### config.mk
export PLATFORM = sky130hd
export DESIGN_NAME = control_unit
export DESIGN_NICKNAME = d
export VERILOG_FILES = /design/src/rtl/cpu_pkg.sv /design/src/rtl/mem_wait_timer.sv /design/src/rtl/control_unit.sv
export SDC_FILE = /design/constraint.sdc
export NUM_CORES = 1
export LEC_CHECK = 0
export CAP_MARGIN = 30
export CORE_ASPECT_RATIO = 2
export CORE_MARGIN = 4
export CORE_UTILIZATION = 31
export DETAILED_ROUTE_END_ITERATION = 12
export GPL_TIMING_DRIVEN = 0
export RECOVER_POWER = 50
export SETUP_SLACK_MARGIN = 0.15
export SLEW_MARGIN = 10
export SYNTH_ARGS = -nofsm -noshare
export SYNTH_HDL_FRONTEND = slang
export SYNTH_SLANG_ARGS = --single-unit
export TNS_END_PERCENT = 20
### constraint.sdc
create_clock -name clk -period 4.3 [get_ports clk]
set_input_delay 0.645 -clock clk [delete_from_list [all_inputs] [get_ports clk]]
set_output_delay 0.645 -clock clk [all_outputs]
set_load 0.1 [all_outputs]
### src/rtl/cpu_pkg.sv
// Shared definitions for the accumulator CPU: opcodes, control-word bit
// positions and the sequencer state encoding.
package cpu_pkg;

  localparam logic [7:0] OP_NOP    = 8'h00;
  localparam logic [7:0] OP_LOAD   = 8'h01;
  localparam logic [7:0] OP_STORE  = 8'h02;
  localparam logic [7:0] OP_ADD    = 8'h03;
  localparam logic [7:0] OP_SUB    = 8'h04;
  localparam logic [7:0] OP_JMP    = 8'h05;
  localparam logic [7:0] OP_JMPGEZ = 8'h06;
  localparam logic [7:0] OP_HALT   = 8'h07;

  localparam int C_MAR_PC  = 0;
  localparam int C_MBR_MEM = 1;
  localparam int C_IR_MBR  = 2;
  localparam int C_MAR_IR  = 3;
  localparam int C_MEM_MBR = 4;
  localparam int C_MBR_ACC = 5;
  localparam int C_PC_INC  = 6;
  localparam int C_ACC_MBR = 9;
  localparam int C_ACC_ADD = 10;
  localparam int C_ACC_SUB = 11;
  localparam int C_PC_JMP  = 14;

  localparam int CTRL_W = 16;

  typedef enum logic [3:0] {
    ST_IDLE = 4'd0,
    ST_F0   = 4'd1,
    ST_F1   = 4'd2,
    ST_F2   = 4'd3,
    ST_DEC  = 4'd4,
    ST_MRD  = 4'd5,
    ST_EX   = 4'd6,
    ST_MWR  = 4'd7,
    ST_HALT = 4'd8
  } state_t;

endpackage

### src/rtl/mem_wait_timer.sv
// Wait-state counter for a bus master: counts stalled request cycles and
// flags a timeout when the limit is reached with the access still stalled.
module mem_wait_timer #(
  parameter int WAIT_MAX = 15
) (
  input  logic i_clk,
  input  logic i_rst_n,
  input  logic i_clr,
  input  logic i_en,
  output logic o_timeout
);

  localparam int CNT_W = (WAIT_MAX < 1) ? 1 : $clog2(WAIT_MAX + 1);
  localparam logic [CNT_W-1:0] L_MAX = CNT_W'(WAIT_MAX);

  logic [CNT_W-1:0] r_cnt;

  // Saturates at the limit so a held request never wraps back to zero.
  always_ff @(posedge i_clk or negedge i_rst_n) begin
    if (!i_rst_n) begin
      r_cnt <= '0;
    end else if (i_clr) begin
      r_cnt <= '0;
    end else if (i_en && (r_cnt != L_MAX)) begin
      r_cnt <= r_cnt + 1'b1;
    end
  end

  assign o_timeout = i_en && (r_cnt == L_MAX);

endmodule

### src/rtl/control_unit.sv
// Hardwired micro-sequencer for the accumulator CPU: fetch/decode/execute
// control word plus memory request handshake with wait-state timeout.
module control_unit
  import cpu_pkg::*;
#(
  parameter int OPC_W    = 8,
  parameter int WAIT_MAX = 15
) (
  input  logic              clk,
  input  logic              rst_n,
  input  logic [OPC_W-1:0]  opcode,
  input  logic              acc_neg,
  input  logic              mem_ready,
  output logic              mem_req,
  output logic              mem_we,
  output logic [CTRL_W-1:0] ctrl,
  output logic              halted,
  output logic              bus_err,
  output logic              illegal_op
);

  state_t r_state;
  state_t w_next;
  logic   r_bus_err;
  logic   w_req_state;
  logic   w_timeout;

  // Request qualification depends on state alone, keeping the timer path acyclic.
  assign w_req_state = (r_state == ST_F1) || (r_state == ST_MRD) || (r_state == ST_MWR);

  mem_wait_timer #(
    .WAIT_MAX (WAIT_MAX)
  ) u_wait_timer (
    .i_clk     (clk),
    .i_rst_n   (rst_n),
    .i_clr     (!w_req_state || mem_ready),
    .i_en      (w_req_state && !mem_ready),
    .o_timeout (w_timeout)
  );

  always_ff @(posedge clk or negedge rst_n) begin
    if (!rst_n) begin
      r_state   <= ST_IDLE;
      r_bus_err <= 1'b0;
    end else begin
      r_state   <= w_next;
      r_bus_err <= r_bus_err || w_timeout;
    end
  end

  always_comb begin
    w_next     = r_state;
    ctrl       = '0;
    mem_req    = 1'b0;
    mem_we     = 1'b0;
    illegal_op = 1'b0;
    case (r_state)
      ST_IDLE: w_next = ST_F0;
      ST_F0: begin
        ctrl[C_MAR_PC] = 1'b1;
        w_next         = ST_F1;
      end
      ST_F1: begin
        mem_req = 1'b1;
        if (w_timeout) begin
          w_next = ST_HALT;
        end else if (mem_ready) begin
          ctrl[C_MBR_MEM] = 1'b1;
          ctrl[C_PC_INC]  = 1'b1;
          w_next          = ST_F2;
        end
      end
      ST_F2: begin
        ctrl[C_IR_MBR] = 1'b1;
        w_next         = ST_DEC;
      end
      ST_DEC: begin
        w_next = ST_F0;
        case (opcode)
          OPC_W'(OP_LOAD), OPC_W'(OP_ADD), OPC_W'(OP_SUB): begin
            ctrl[C_MAR_IR] = 1'b1;
            w_next         = ST_MRD;
          end
          OPC_W'(OP_STORE): begin
            ctrl[C_MAR_IR]  = 1'b1;
            ctrl[C_MBR_ACC] = 1'b1;
            w_next          = ST_MWR;
          end
          OPC_W'(OP_JMP):    ctrl[C_PC_JMP] = 1'b1;
          OPC_W'(OP_JMPGEZ): ctrl[C_PC_JMP] = !acc_neg;
          OPC_W'(OP_HALT):   w_next = ST_HALT;
          OPC_W'(OP_NOP):    w_next = ST_F0;
          default:           illegal_op = 1'b1;
        endcase
      end
      ST_MRD: begin
        mem_req = 1'b1;
        if (w_timeout) begin
          w_next = ST_HALT;
        end else if (mem_ready) begin
          ctrl[C_MBR_MEM] = 1'b1;
          w_next          = ST_EX;
        end
      end
      ST_EX: begin
        w_next = ST_F0;
        case (opcode)
          OPC_W'(OP_LOAD): ctrl[C_ACC_MBR] = 1'b1;
          OPC_W'(OP_ADD):  ctrl[C_ACC_ADD] = 1'b1;
          OPC_W'(OP_SUB):  ctrl[C_ACC_SUB] = 1'b1;
          default:         ctrl = '0;
        endcase
      end
      ST_MWR: begin
        mem_req = 1'b1;
        mem_we  = 1'b1;
        if (w_timeout) begin
          w_next = ST_HALT;
        end else if (mem_ready) begin
          ctrl[C_MEM_MBR] = 1'b1;
          w_next          = ST_F0;
        end
      end
      ST_HALT: w_next = ST_HALT;
      default: w_next = ST_IDLE;
    endcase
  end

  assign halted  = (r_state == ST_HALT);
  assign bus_err = r_bus_err;

endmodule

Word level (Yosys, flattened, before mapping):

Cells that the tools add are included.

* register bits: 9
* bits of input ports: 12
* output and inout port bits: 21
* logic and storage cells: 75

* add/subtract/negate cells: 1
* equality and inequality tests: 20
* multiplexer cells: 31
* reductions and logical operators: 20

Operators by type and width (number)
* == test 8 x 3 -> 1 bit (second input constant): 4
* two-way mux 4 bit: 8
* one-hot mux 4 bit (8 select lines): 1
* two-way mux 1 bit: 19
* == test 4 x 3 -> 1 bit (second input constant): 4
* == test 8 x 2 -> 1 bit (second input constant): 2
* one-hot mux 4 bit (3 select lines): 1
* != test 3 bit (second input constant): 3
* == test 4 x 2 -> 1 bit (second input constant): 2
* == test 4 bit (second input constant): 2
* == test 8 x 1 -> 1 bit (second input constant): 1
* logical NOT 8 bit: 1
* OR reduction 8 bit: 1
* OR reduction 3 bit: 2
* two-way mux 5 bit: 1
* adder 4 x 1 -> 4 bit (second input constant): 1
* == test 4 x 1 -> 1 bit (second input constant): 1
* logical NOT 4 bit: 1
* logical OR 1 bit: 4
* != test 4 bit (second input constant): 1
* OR reduction 2 bit: 2
* OR reduction 4 bit: 1
* logical AND 1 bit: 3
* logical NOT 1 bit: 3
* other kinds (3): 3

Longest topological paths before layout:

* depth after elaboration: 7
* depth in mapped cells: 6
* depth with buffers taken out: 5

Modules after synthesis:

A second synthesis with hierarchy kept.

* cells, all modules: 106
* area, all modules: 858.3 µm²

Modules (own cells, without submodules)
* control_unit: times used 1, cells an instance 85, area each 619.3 µm², sequential area each 125.1 µm²
* mem_wait_timer: times used 1, cells an instance 21, area each 239.0 µm², sequential area each 100.1 µm²

Worst setup path before layout:

OpenSTA, ideal clock, no wires.

* path kind: register -> output
* from: register r_state[3]
* to: output port ctrl[0]
* arrival: 3706 ps
* required time: 3655 ps
* path slack: -51 ps
* stages on the path, launching flop included: 3
* buffers on the path: 1
* cell sequence: dfrtp_1 -> buf_6 -> nor4b_1

* word-level cells in the longest chain between the ends: 2

RTL lines
* start: declaration: line control_unit.sv:22 `state_t r_state;`
* start signal: assignment: line control_unit.sv:46 `r_state <= w_next;`
* == test 4 x 1 -> 1 bit: line control_unit.sv:57 `case (r_state)`
* two-way mux 1 bit
* end: declaration: line control_unit.sv:16 `output logic [CTRL_W-1:0] ctrl,`

No other way between the ends.

Worst setup path in the final report:

* from: input port opcode[5]
* to: output port ctrl[3]

* word-level cells in the longest chain between the ends: 4
* elaborated cells between the ends (all ways): 7
* those cells by class: eq/ne (4); mux (2); reduce/logical (1)

RTL lines
* start: declaration: line control_unit.sv:11 `input logic [OPC_W-1:0] opcode,`
* == test 8 x 2 -> 1 bit (tied with other cells): line control_unit.sv:79 `case (opcode)`
* OR reduction 4 bit (no line) *
* two-way mux 1 bit *: line control_unit.sv:79
* two-way mux 1 bit *

Every way passes the cells marked *; elsewhere a longest branch is shown, timed or not.

==> summary.txt <==
Outcome
  • Status: finished clean

Cells and area
  • Register area: 225 um^2
  • Multi-input gate area: 559 um^2
  • # fillers: 275
  • Area delta synth->final: 41.9%
  • Post-layout nets: 149
  • Number of diodes: 0
  • Fraction of layout cells with a size suffix above 1: 17.8%

Clock network
  • Post-CTS Setup Inserts: 0
  • Clock root buffer: clkbuf_8
  • Register clock-pin slew on the reported worst setup and hold paths: 0.05 ns
  • H-tree levels: 1
  • Inserted Clock Buffers: 3
  • Post-CTS resize count: 0
  • CTS Sinks: 9
  • CTS tree: built
  • Hold_buf cts: 0
  • Clk buf depth: 2
  • Worst-skew pair later-pin latency: 0.23 ns

Timing
  • Final Critical Period: 3.78 ns
  • Clock skew: 0.00170 ns
  • Worst setup margin: 0.523 ns
  • Setup violations, final: 0
  • Max Fclk: 265 MHz
  • Rel. slew slack: 34.8%
  • Hold Fails Final Rpt: 0
  • Fin. max-slew vios: 0
  • Final period util: 87.8%
  • Hold_ws: 0.459 ns
  • Setup TNS: 0 ns
  • Slew @ Worst Pin: 0.975 ns
  • RSZ-0062 raised after global routing: false

Synth
  • Mean Syn Cell Area: 8.57 um^2
  • Instance count of the mapped netlist: 100
  • Number of synthesized flops with an enable pin: 0
  • Top post-synthesis cells by count: nor2_1, dfrtp_1, a31oi_1, buf_4
  • Yosys synthesis warning count: 0
  • Post-synthesis compound-gate area fraction: 17.1%
  • Synth Area in XOR/XNOR: 3.07%
  • Simple-gate share of the synthesized area: 39.7%
  • Mux cell area share after synthesis: 2.48%
  • Fraction of registers with async set/reset: 100%
  • Mapped cell area: 857 um^2
  • Top-area cell type share of the netlist area: 26.3%
  • #FFs+latches synth: 9
  • Leading area contributor after synthesis: dfrtp_1
  • Post-synth cell types: 44
  • Largest family of logic cells by synthesized area: simple AND/OR/NAND/NOR gates
  • Top FF cell, synth: dfrtp_1
  • Register area share after synthesis: 26.3%
  • Top post-synthesis cells by area: dfrtp_1, a31oi_1, buf_4, nor2_1, and4b_1
  • Synth Area in Adders: 1.46%
  • Top-count cell post-synth: nor2_1

Global routing
  • Largest net degree at the start of global routing: 11
  • GR peak layer: met2
  • First-pass GRT wire length: 3.83 mm
  • Initial antenna violation count: 0
  • Grt ovf: 0
  • Vias in the first global route: 855
  • Grt met2 use: 27.3%
  • GRT met1 Usage: 13.2%
  • Total track usage: 13.6%
  • Met3 usage: 1.95%

Setup path
  • Cell mode on critical path: clkdlybuf4s50_1
  • CP delay by family, top: buffers and inverters
  • Cell count along the critical path: 5
  • Reg2reg start: u_wait_timer.r_cnt[0]
  • Worst setup path class: input port to primary output
  • Critical path's slowest cell: clkdlybuf4s50_1
  • Critical Path RT: 3.65 ns
  • Worst Setup EP: ctrl[3]
  • Worst Setup End Kind: primary output
  • Buf+Inv Stages, Crit Path: 2
  • Reg-to-reg endpoint: r_state[0]
  • CP startpoint kind: input port
  • CP startpoint: opcode[5]
  • Worst Reg2Reg Path Length in Cells: 6
  • Worst Path Arrival: 3.13 ns
  • Critical Path Max Stage Delay: 1.14 ns
  • Crit-path cells: clkdlybuf4s50_1 > or4_4 > nor2_4 > and3_1 > clkdlybuf4s50_1
  • Internal reg-to-reg setup slack: 2.58 ns
  • Crit path max fanout: 10

Floorplanning
  • DIE AREA: 3720 um^2
  • Die H: 82.4 um
  • DIE WIDTH: 45.2 um
  • I/O pins: 33
  • Total core area: 2600 um^2
  • Initial Utilization: 32.9%
  • Std-Cell Rows: 26

Route
  • Residual DRC: 0
  • Initial DRC count: 10
  • TritonRoute pass-1 iters: 4
  • Routed wire length: 2.35 mm
  • WL/cell: 14.4 um
  • Post-DRT Antenna Nets: 0
  • Via count: 864
  • Via density: 5.30

Place
  • Buffers added on ports: 27
  • Hpwl dp: 1.90 mm
  • GP Congestion: 0.748
  • Pre-CTS WS: 0.512 ns

Pwr
  • P_sw: 0.000392 W
  • Logic pwr share: 68.0%
  • Worst vdd ir: 0.358 mV
  • Pleak: 0.515 nW
  • Int Power: 0.000320 W
  • Reg power frac: 18.2%
  • Switching Share: 55.0%
  • Clock power frac: 13.8%
  • Power per cell area: 585 nW/um^2

Flow run
  • MaxCap Viol Count: 0

Hold path
  • Hold Crit Class: flop to flop
==> registers in the layout, indices dropped and copies added (netlist names) <==
signal              cells
bus_err                 1
u_wait_timer.r_cnt      4
r_state                 4
==> per-layer routing <==
| metal | routed length (um) | share of wire [%] |
|---|---|---|
| met1 | 781 | 33 |
| met2 | 1410 | 60 |
| met3 | 140 | 6.0 |
| met4 | 17 | 0.72 |
| met5 | 0 | 0 |
==> layout make-up <==
type                    count  share of cell area, %
multi-input cells          82                   46.0
repair buffers             27                   22.2
flip-flops and latches      9                   18.5
plain buffers              11                   6.07
clock buffers               4                   3.70
well taps                  28                   2.88
inverters                   2                  0.617
==> stage by stage <==
stage                     power [W]  instances  area [um^2]  util (%)
after floorplan            0.000515        104          878         -
after global placement     0.000616        159         1180      45.5
after detailed placement   0.000620        159         1180      45.5
after CTS                  0.000722        163         1230      47.2
after global routing       0.000755        163         1220      46.7
final                      0.000712        163         1220      46.7
==> worst min-delay path by stage <==
stage / from / endpoint / cells past startpoint
5_1_grt: bus_err / bus_err / 1
3_5_place_dp: bus_err / bus_err / 1
4_1_cts: bus_err / bus_err / 1
2_1_floorplan: rst_n / bus_err / 0
3_3_place_gp: bus_err / bus_err / 1
6_report: bus_err / bus_err / 1
==> cell families after synthesis <==
kind of cell	count (synthesis)
xor gates and xnor gates	3
adders and majority gates	1
and+or+nand+nor	50
buffers and inverters	13
DFF	9
AOI/OAI and AO/OA	21
other	1
muxes	2
==> worst reg2reg max path, cell delays in order (launching register included) <==
cell and delay, ns:
dfrtp_1 0.42, ha_1 0.22, clkbuf_2 0.16, a31o_1 0.24
or3_1 0.32, nor3b_1 0.15, a31oi_1 0.13
==> placed cells by master, fill, tap and decap left out, types with 3 or more instances in the layout <==
cell type,n
clkdlybuf4s50_1,25
nor2_1,10
dfrtp_1,9
a31oi_1,6
nor3_1,5
buf_4,5
conb_1,5
buf_2,4
a21oi_1,4
nand2_1,3
nand2b_1,3
and4_1,3
and4b_1,3
xnor2_1,3
and3_1,3
o21ai_0,3
nor3b_1,3
nand3_1,3
clkbuf_8,3
==> power groups by stage <==
stage	combinational [W]	sequential, W	clock, W
floorplan	0.000392	0.000124	0
global placement	0.000486	0.000130	0
detailed placement	0.000489	0.000131	0
CTS	0.000491	0.000130	0.000101
global route	0.000514	0.000135	0.000106
finish	0.000484	0.000130	0.0000985
Note: power is estimated with default switching activity, not from simulation.
